File: config.mk
export PLATFORM = sky130hd
export DESIGN_NAME = raster_edge_setup
export DESIGN_NICKNAME = d
export VERILOG_FILES = /design/src/rtl/raster_edge_setup_pkg.sv /design/src/rtl/raster_edge_setup_mul.sv /design/src/rtl/raster_edge_setup.sv
export SDC_FILE = /design/constraint.sdc
export NUM_CORES = 2
export LEC_CHECK = 0
export ABC_AREA = 1
export CAP_MARGIN = 20
export CORE_ASPECT_RATIO = 1.75
export CORE_UTILIZATION = 31
export DETAILED_ROUTE_END_ITERATION = 16
export SYNTH_ARGS = -nofsm -noshare
export SYNTH_HDL_FRONTEND = slang
export SYNTH_SLANG_ARGS = --single-unit
File: constraint.sdc
create_clock -name clk -period 17.9 [get_ports clk]
set_clock_uncertainty 0.05 [all_clocks]
set_input_delay 3.58 -clock clk [delete_from_list [all_inputs] [get_ports clk]]
set_output_delay 3.58 -clock clk [all_outputs]
set_load 0.01 [all_outputs]
File: src/rtl/raster_edge_setup_pkg.sv
// Shared raster types: coefficient/edge/vertex typedefs and setup FSM states.
// Default widths for the edge-setup block live here too.
package raster_edge_setup_pkg;

  localparam int RASTER_DATA_BITS = 32;
  localparam int RASTER_PID_BITS  = 8;
  localparam int RASTER_FRAC_BITS = 8;

  typedef logic [RASTER_DATA_BITS-1:0] coef_t;

  // [0]=a, [1]=b, [2]=c
  typedef logic [2:0][RASTER_DATA_BITS-1:0] edge_t;

  // [0]=x, [1]=y
  typedef logic [1:0][RASTER_DATA_BITS-1:0] vtx_t;

  typedef enum logic [2:0] {
    S_IDLE,
    S_MUL,
    S_SUM,
    S_NORM,
    S_OUT
  } state_t;

endpackage

File: src/rtl/raster_edge_setup_mul.sv
// Registered signed W x W multiplier, 1-cycle latency, holds when disabled.
// Ports: clk, i_en, i_a, i_b -> o_p (2*W signed product).
module raster_edge_setup_mul #(
  parameter int W = 32
) (
  input  logic                  clk,
  input  logic                  i_en,
  input  logic signed [W-1:0]   i_a,
  input  logic signed [W-1:0]   i_b,
  output logic signed [2*W-1:0] o_p
);

  logic signed [2*W-1:0] r_p;

  always_ff @(posedge clk) begin
    if (i_en) begin
      r_p <= (2*W)'(i_a) * (2*W)'(i_b);
    end
  end

  assign o_p = r_p;

endmodule

File: src/rtl/raster_edge_setup.sv
// Per-primitive edge setup: a/b/c triplets for E_i = a*x + b*y + c,
// winding-normalised so inside is E_i >= 0; zero-area primitives culled
// or flagged. Ports: clk, reset, valid_in/ready_in/pid_in/vtx_in (input
// handshake), valid_out/ready_out/pid_out/edges_out/degenerate (output
// handshake), cull_count (dropped primitives).
module raster_edge_setup
  import raster_edge_setup_pkg::*;
#(
  parameter int DATA_BITS       = RASTER_DATA_BITS,
  parameter int FRAC_BITS       = RASTER_FRAC_BITS,
  parameter int PID_BITS        = RASTER_PID_BITS,
  parameter bit CULL_DEGENERATE = 1'b1
) (
  input  logic                          clk,
  input  logic                          reset,
  input  logic                          valid_in,
  output logic                          ready_in,
  input  logic [PID_BITS-1:0]           pid_in,
  input  logic [2:0][1:0][DATA_BITS-1:0] vtx_in,
  output logic                          valid_out,
  input  logic                          ready_out,
  output logic [PID_BITS-1:0]           pid_out,
  output logic [2:0][2:0][DATA_BITS-1:0] edges_out,
  output logic                          degenerate,
  output logic [31:0]                   cull_count
);

  localparam int D = DATA_BITS;
  localparam int P = 2 * DATA_BITS;
  localparam int A = DATA_BITS + 2;

  typedef logic signed [D-1:0] sc_t;
  typedef logic signed [P-1:0] sp_t;

  state_t r_state;
  state_t w_next;

  logic [2:0][1:0][D-1:0] r_vtx;
  logic [PID_BITS-1:0]    r_pid;
  logic [2:0]             r_cnt;
  sc_t                    r_a [3];
  sc_t                    r_b [3];
  sc_t                    r_c [3];
  sp_t                    r_prod [5];
  logic signed [A-1:0]    r_area;
  logic                   r_deg;
  logic [31:0]            r_cull;

  sc_t                 w_ina [3];
  sc_t                 w_inb [3];
  sc_t                 w_c [3];
  sp_t                 w_pe [6];
  sc_t                 w_ma;
  sc_t                 w_mb;
  sp_t                 w_prod;
  logic                w_men;
  logic signed [A-1:0] w_area;
  logic                w_zero;
  logic                w_neg;
  logic                w_cull;

  // Difference taken one bit wider so it cannot overflow before the shift.
  function automatic sc_t edge_c(input sp_t pa, input sp_t pb);
    logic signed [P:0] d;
    d = {pa[P-1], pa} - {pb[P-1], pb};
    return sc_t'(d >>> FRAC_BITS);
  endfunction

  always_comb begin
    for (int i = 0; i < 3; i++) begin
      w_ina[i] = vtx_in[(i+1)%3][1] - vtx_in[(i+2)%3][1];
      w_inb[i] = vtx_in[(i+2)%3][0] - vtx_in[(i+1)%3][0];
    end
  end

  // Product p: even -> x_j*y_k, odd -> x_k*y_j, for edge i = p/2.
  always_comb begin
    w_ma = '0;
    w_mb = '0;
    case (r_cnt)
      3'd0: begin w_ma = r_vtx[1][0]; w_mb = r_vtx[2][1]; end
      3'd1: begin w_ma = r_vtx[2][0]; w_mb = r_vtx[1][1]; end
      3'd2: begin w_ma = r_vtx[2][0]; w_mb = r_vtx[0][1]; end
      3'd3: begin w_ma = r_vtx[0][0]; w_mb = r_vtx[2][1]; end
      3'd4: begin w_ma = r_vtx[0][0]; w_mb = r_vtx[1][1]; end
      default: begin w_ma = r_vtx[1][0]; w_mb = r_vtx[0][1]; end
    endcase
  end

  assign w_men = (r_state == S_MUL);

  raster_edge_setup_mul #(
    .W(D)
  ) u_mul (
    .clk  (clk),
    .i_en (w_men),
    .i_a  (w_ma),
    .i_b  (w_mb),
    .o_p  (w_prod)
  );

  // Product 5 is still sitting in the multiplier register during SUM.
  always_comb begin
    for (int i = 0; i < 5; i++) begin
      w_pe[i] = r_prod[i];
    end
    w_pe[5] = w_prod;
    for (int i = 0; i < 3; i++) begin
      w_c[i] = edge_c(w_pe[2*i], w_pe[2*i+1]);
    end
    w_area = A'(w_c[0]) + A'(w_c[1]) + A'(w_c[2]);
  end

  assign w_zero = (r_area == '0);
  assign w_neg  = r_area[A-1];
  assign w_cull = w_zero && CULL_DEGENERATE;

  always_ff @(posedge clk) begin
    if (reset) begin
      r_state <= S_IDLE;
    end else begin
      r_state <= w_next;
    end
  end

  always_comb begin
    w_next    = r_state;
    ready_in  = 1'b0;
    valid_out = 1'b0;
    unique case (r_state)
      S_IDLE: begin
        ready_in = 1'b1;
        if (valid_in) w_next = S_MUL;
      end
      S_MUL: begin
        if (r_cnt == 3'd5) w_next = S_SUM;
      end
      S_SUM: begin
        w_next = S_NORM;
      end
      S_NORM: begin
        w_next = w_cull ? S_IDLE : S_OUT;
      end
      S_OUT: begin
        valid_out = 1'b1;
        if (ready_out) w_next = S_IDLE;
      end
      default: begin
        w_next = S_IDLE;
      end
    endcase
  end

  always_ff @(posedge clk) begin
    case (r_state)
      S_IDLE: begin
        if (valid_in) begin
          r_vtx <= vtx_in;
          r_pid <= pid_in;
          r_cnt <= 3'd0;
          for (int i = 0; i < 3; i++) begin
            r_a[i] <= w_ina[i];
            r_b[i] <= w_inb[i];
          end
        end
      end
      S_MUL: begin
        r_cnt <= r_cnt + 3'd1;
        if (r_cnt != 3'd0) begin
          r_prod[r_cnt-3'd1] <= w_prod;
        end
      end
      S_SUM: begin
        for (int i = 0; i < 3; i++) begin
          r_c[i] <= w_c[i];
        end
        r_area <= w_area;
      end
      S_NORM: begin
        if (w_neg) begin
          for (int i = 0; i < 3; i++) begin
            r_a[i] <= -r_a[i];
            r_b[i] <= -r_b[i];
            r_c[i] <= -r_c[i];
          end
        end
      end
      default: begin
      end
    endcase
  end

  always_ff @(posedge clk) begin
    if (reset) begin
      r_deg  <= 1'b0;
      r_cull <= '0;
    end else if (r_state == S_NORM) begin
      if (w_cull) begin
        r_cull <= r_cull + 32'd1;
      end else begin
        r_deg <= w_zero;
      end
    end
  end

  always_comb begin
    for (int i = 0; i < 3; i++) begin
      edges_out[i][0] = r_a[i];
      edges_out[i][1] = r_b[i];
      edges_out[i][2] = r_c[i];
    end
  end

  assign pid_out    = r_pid;
  assign degenerate = r_deg;
  assign cull_count = r_cull;

endmodule
Word level (Yosys, flattened, before mapping)
Memories as Yosys holds them, arrays and structs flattened.
Index checks and enable logic that the tools add are counted.
Operators by class
  add/subtract/negate cells: 23
  multipliers: 1
  divide/modulo/power cells: 0
  order comparisons: 0
  equal/unequal tests: 12
  shift-type cells: 0
  mux-type cells: 31
  bitwise logic cells: 9
  reductions and logical operators: 13
Operator list (number)
  2-to-1 mux 32 bit: 9
  negation 32 bit: 9
  subtractor 32 bit: 6
  case mux 32 bit (2 select lines): 2
  subtractor 40 bit: 3
  multiplier 32 x 32 -> 64 bit: 1
  adder 33 x 32 -> 34 bit: 1
  zero test 34 bit: 1
  adder 32 x 32 -> 33 bit: 1
  adder 32 x 1 -> 32 bit, second input constant: 1
  2-to-1 mux 3 bit: 5
  case mux 3 bit (5 select lines): 1
  2-to-1 mux 1 bit: 13
  == test 3 x 2 -> 1 bit, second input constant: 4
  == test 3 bit, second input constant: 3
  OR 1 bit: 9
  OR reduction 2 bit: 4
  == test 3 x 1 -> 1 bit, second input constant: 2
  zero test 3 bit: 2
  inequality test 2 bit, second input constant: 3
  case mux 3 bit (2 select lines): 1
  AND reduction 2 bit: 3
  adder 3 x 1 -> 3 bit, second input constant: 1
  AND reduction 3 bit: 1
  3 further kinds: 3
Storage, ports and cells
  bits in registers: 336
  bits in latches: 0
  RAM bits: 608
  ROM bits: 0
  bits of input ports: 204
  output and inout port bits: 331
  logic and storage cells: 105
  memories: 4
Memory list
  r_prod: depth 5, width 64, read ports 5, clocked after memory_dff 0, wr ports 1, line raster_edge_setup.sv:44  | sp_t r_prod [5];
  r_a: depth 3, width 32, read ports 3, clocked after memory_dff 0, wr ports 3, line raster_edge_setup.sv:41  | sc_t r_a [3];
  r_b: depth 3, width 32, read ports 3, clocked after memory_dff 0, wr ports 3, line raster_edge_setup.sv:42  | sc_t r_b [3];
  r_c: depth 3, width 32, read ports 3, clocked after memory_dff 0, wr ports 3, line raster_edge_setup.sv:43  | sc_t r_c [3];

Logic depth before layout (Yosys ltp)
  depth in word-level cells: 4
  mapped depth: 46
  mapped depth without buffers: 42

Hierarchy
A second synthesis with hierarchy kept.
Unflattened totals
  cells, all modules: 12871
  area, all modules: 99090.0 um^2
By module, submodules not included
  raster_edge_setup: times used 1, cells each 7835, area an instance 58552.4 um^2, seq. area each 22471.6 um^2
  raster_edge_setup_mul: times used 1, cells each 5036, area an instance 40537.6 um^2, seq. area each 1921.8 um^2

Worst setup path after synthesis
Ideal clock, no wire load.
  path kind: input -> register
  start: in valid_in
  end: mem r_a[0][10] in the netlist's numbering (enable)
  setup time: 553 ps
  arrival time: 16740 ps
  data required time: 17297 ps
  setup slack: 557 ps
  stages on the path: 4
  buffers on the path: 0
  cell sequence: inv_1 nor2_1 inv_1 nand2_1
RTL lines
  from (decl): line raster_edge_setup.sv:16  | input logic valid_in,
  to (decl): line raster_edge_setup.sv:41

Final worst setup path
  start: reg r_cnt[0]
  end: reg u_mul.r_p[38], in the netlist u_mul.o_p[38] (data pin)
Between the ends
  cells in the longest elaborated chain, start to end: 4
  elaborated cells on any way between the ends: 12
  classes of those cells: mul (1); eq/ne (4); mux (2); reduce/logical (5)
RTL lines
  from (decl): line raster_edge_setup.sv:40  | logic [2:0] r_cnt;
  from (signal assigned): line raster_edge_setup.sv:168  | r_cnt <= r_cnt + 3'd1;
  == test 3 bit (tied with other cells): line raster_edge_setup.sv:80  | case (r_cnt)
  OR reduction 2 bit (no line)
  case mux 32 bit (2 select lines): line raster_edge_setup.sv:80
  multiplier 32 x 32 -> 64 bit *: line raster_edge_setup_mul.sv:17  | r_p <= (2*W)'(i_a) * (2*W)'(i_b);
  to (signal assigned): line raster_edge_setup_mul.sv:17
  to (decl): line raster_edge_setup_mul.sv:13  | logic signed [2*W-1:0] r_p;
Every way passes the cells marked *; elsewhere a longest branch is shown, timed or not.
A chain may end at the register's enable or synchronous reset.

==> impl_metrics.tcl <==
set metrics [dict create \
    status "completed" \
    clock_path_buffers 3 \
    syn_nets 10700 \
    grt_use_total_pct 25.5 \
    die_x_um 380 \
    worstSkewPairLatency_ps 740 \
    routabilityCongestion 1.07 \
    hold_class "flop to flop" \
    max_freq_mhz 95.7 \
    slew_headroom_pct 16.9 \
    layout_common_cells "1730 x nand2_1, 1714 x inv_1, 1025 x nor2_1" \
    grt_pass1_vias 70000 \
    root_buffer "clkbuf_16" \
    totalWireLength_um 328000 \
    crit_type "flop to flop" \
    cts.htree.levels 3 \
    dp_slack_ps 7470 \
    cts_hold_buf 0 \
    drive_gt1_share_pct 3.94 \
    crit_arrival_ps 10870 \
    synth_warnings 0 \
    hold_ws_ps 452 \
    drc 0 \
    die_area_um2 252000 \
    setup_viol 0 \
    syn_inst 9261 \
    timing.final.crit_share_pct 58.4 \
    fin_ws_ps 7450 \
    max_slew.worst_pin.slew_ps 1240 \
    start_util_pct 31.2 \
    critPathMaxFanout 42 \
    wl_per_cell_um 24.9 \
    tns_ps 0 \
    cts_tree "yes" \
    crit_top_cell "inv_1" \
    num_vias 67600 \
    postCtsSetupBuffers 0 \
    hold_viol 0 \
    ys_seq_area_share_pct 30.6 \
    postCtsResizedCells 0 \
    die_y_um 663 \
    ys_seq_elements 800 \
    portBuffers 533 \
    synth_cell_types 77 \
    clkTransAtPathRegs_ps 60 \
    grt_max_degree 186 \
    async_flop_share_pct 0 \
    postRouteAntennaNets 0 \
    cts_buffers 92 \
    crit_required_ps 18320 \
    core-area_um2 248000 \
    synthFlopType "edfxtp_1" \
    slew_viol_final 0 \
    syn2layout_area_growth_pct 16.2 \
    drv_cap 0 \
    drt_iter0_markers 4732 \
    final_common_cell "nand2_1" \
    antenna_found_initial 56 \
    nNetsFinal 11200 \
    slowest_delay_ps 610 \
    cp-end-kind "flop" \
    netlist_area_um2 77300 \
    rsz0062_at_grt "false" \
    synth_edf_count 765 \
    grt_pass1_wl_um 463000 \
    clock-sinks 800 \
    dr.pass1.iters 6 \
    routed_via_density 5.13 \
    num_rows 242 \
    slowest_stage "clkinv_1" \
    io-pin-count 535 \
    globalRouteOverflowTotal 0 \
    final_util_pct 36.2 \
    dpl.hpwl_um 272000 \
    min_period_ps 10450 \
    start_kind "flop" \
    synth_area_per_cell_um2 8.35 \
]
## metal layers
layer	track usage (%)	up-vias	wire length, µm	part of all wire [%]
met5	0	-	225	0.069
met4	25.5	34	39000	12
met3	5.92	1116	23800	7.3
met2	45.4	2706	164000	50
met1	23.2	32700	101000	31
li1	-	30900	-	-
## final cells by class
| class | instances | area, µm² |
|---|---|---|
| Tap cell | 3294 | 4120 |
| Timing Repair Buffer | 602 | 5890 |
| Multi-Input combinational cell | 6529 | 46400 |
| Antenna cell | 33 | 82.6 |
| Clock inverter | 56 | 716 |
| Clock buffer | 111 | 2390 |
| Fill cell | 25900 | 158000 |
| Sequential cell | 800 | 23700 |
| Inverter | 1741 | 6550 |
## sequential cells by signal (all words and copies together), names as in the netlist
signal	cells
r_prod	200
r_vtx	192
r_a	96
r_b	96
r_c	96
u_mul.o_p	40
r_area	34
cull_count	32
pid_out	8
r_cnt	3
r_state	3
## logic make-up after synthesis
family / after synthesis / share of synthesized area (%)
AO/OA/AOI/OAI: 1408 / 10.2
XOR/XNOR: 410 / 4.65
adder cells (fa/ha/maj): 1189 / 25.9
buffers and inverters: 1932 / 9.54
flip-flops: 800 / 30.6
multiplexers: 1 / 0.0129
other: 1 / 0.00485
AND/OR/NAND/NOR: 3520 / 19.1
## Yosys cell counts, drive strengths merged, types with 138 or more instances
master  count  share of area, %
nand2    1761               8.7
inv      1731               8.4
nor2     1044               5.1
edfxtp    765                30
fa        682                18
a21oi     584               3.8
o21ai     512               3.3
ha        507               8.2
nand3     321               2.1
xor2      272               3.1
clkbuf    154              0.75
xnor2     138               1.6
## worst max-delay path: cells and delay by family, from the launching register on
| kind | cells | cell delay, ps |
|---|---|---|
| adder cells (fa/ha/maj) | 10 | 4240 |
| AO/OA/AOI/OAI | 8 | 2740 |
| XOR/XNOR | 1 | 170 |
| AND/OR/NAND/NOR | 6 | 690 |
| flip-flops | 1 | 540 |
| buffers and inverters | 10 | 1770 |
## worst paths after layout
kind | startpoint | end | slack [ps] | cells past startpoint
worst max-delay path | r_cnt[0] | u_mul.o_p[38] | 7450 | 35
worst min-delay path | cull_count[7] | cull_count[7] | 450 | 2
worst max register to register | r_cnt[0] | u_mul.o_p[38] | 7450 | 35
worst min register to register | cull_count[7] | cull_count[7] | 450 | 2
## through the flow
step / cell area [µm²] / cells
floorplan: 77300 / 9261
global placement: 86600 / 13000
detailed placement: 86600 / 13000
CTS: 89700 / 13100
global route: 89700 / 13100
finish: 89800 / 13200
Power is left out: the tool's default activity adds up to more than one toggle a clock period on the data nets, which glitch-free logic cannot reach.
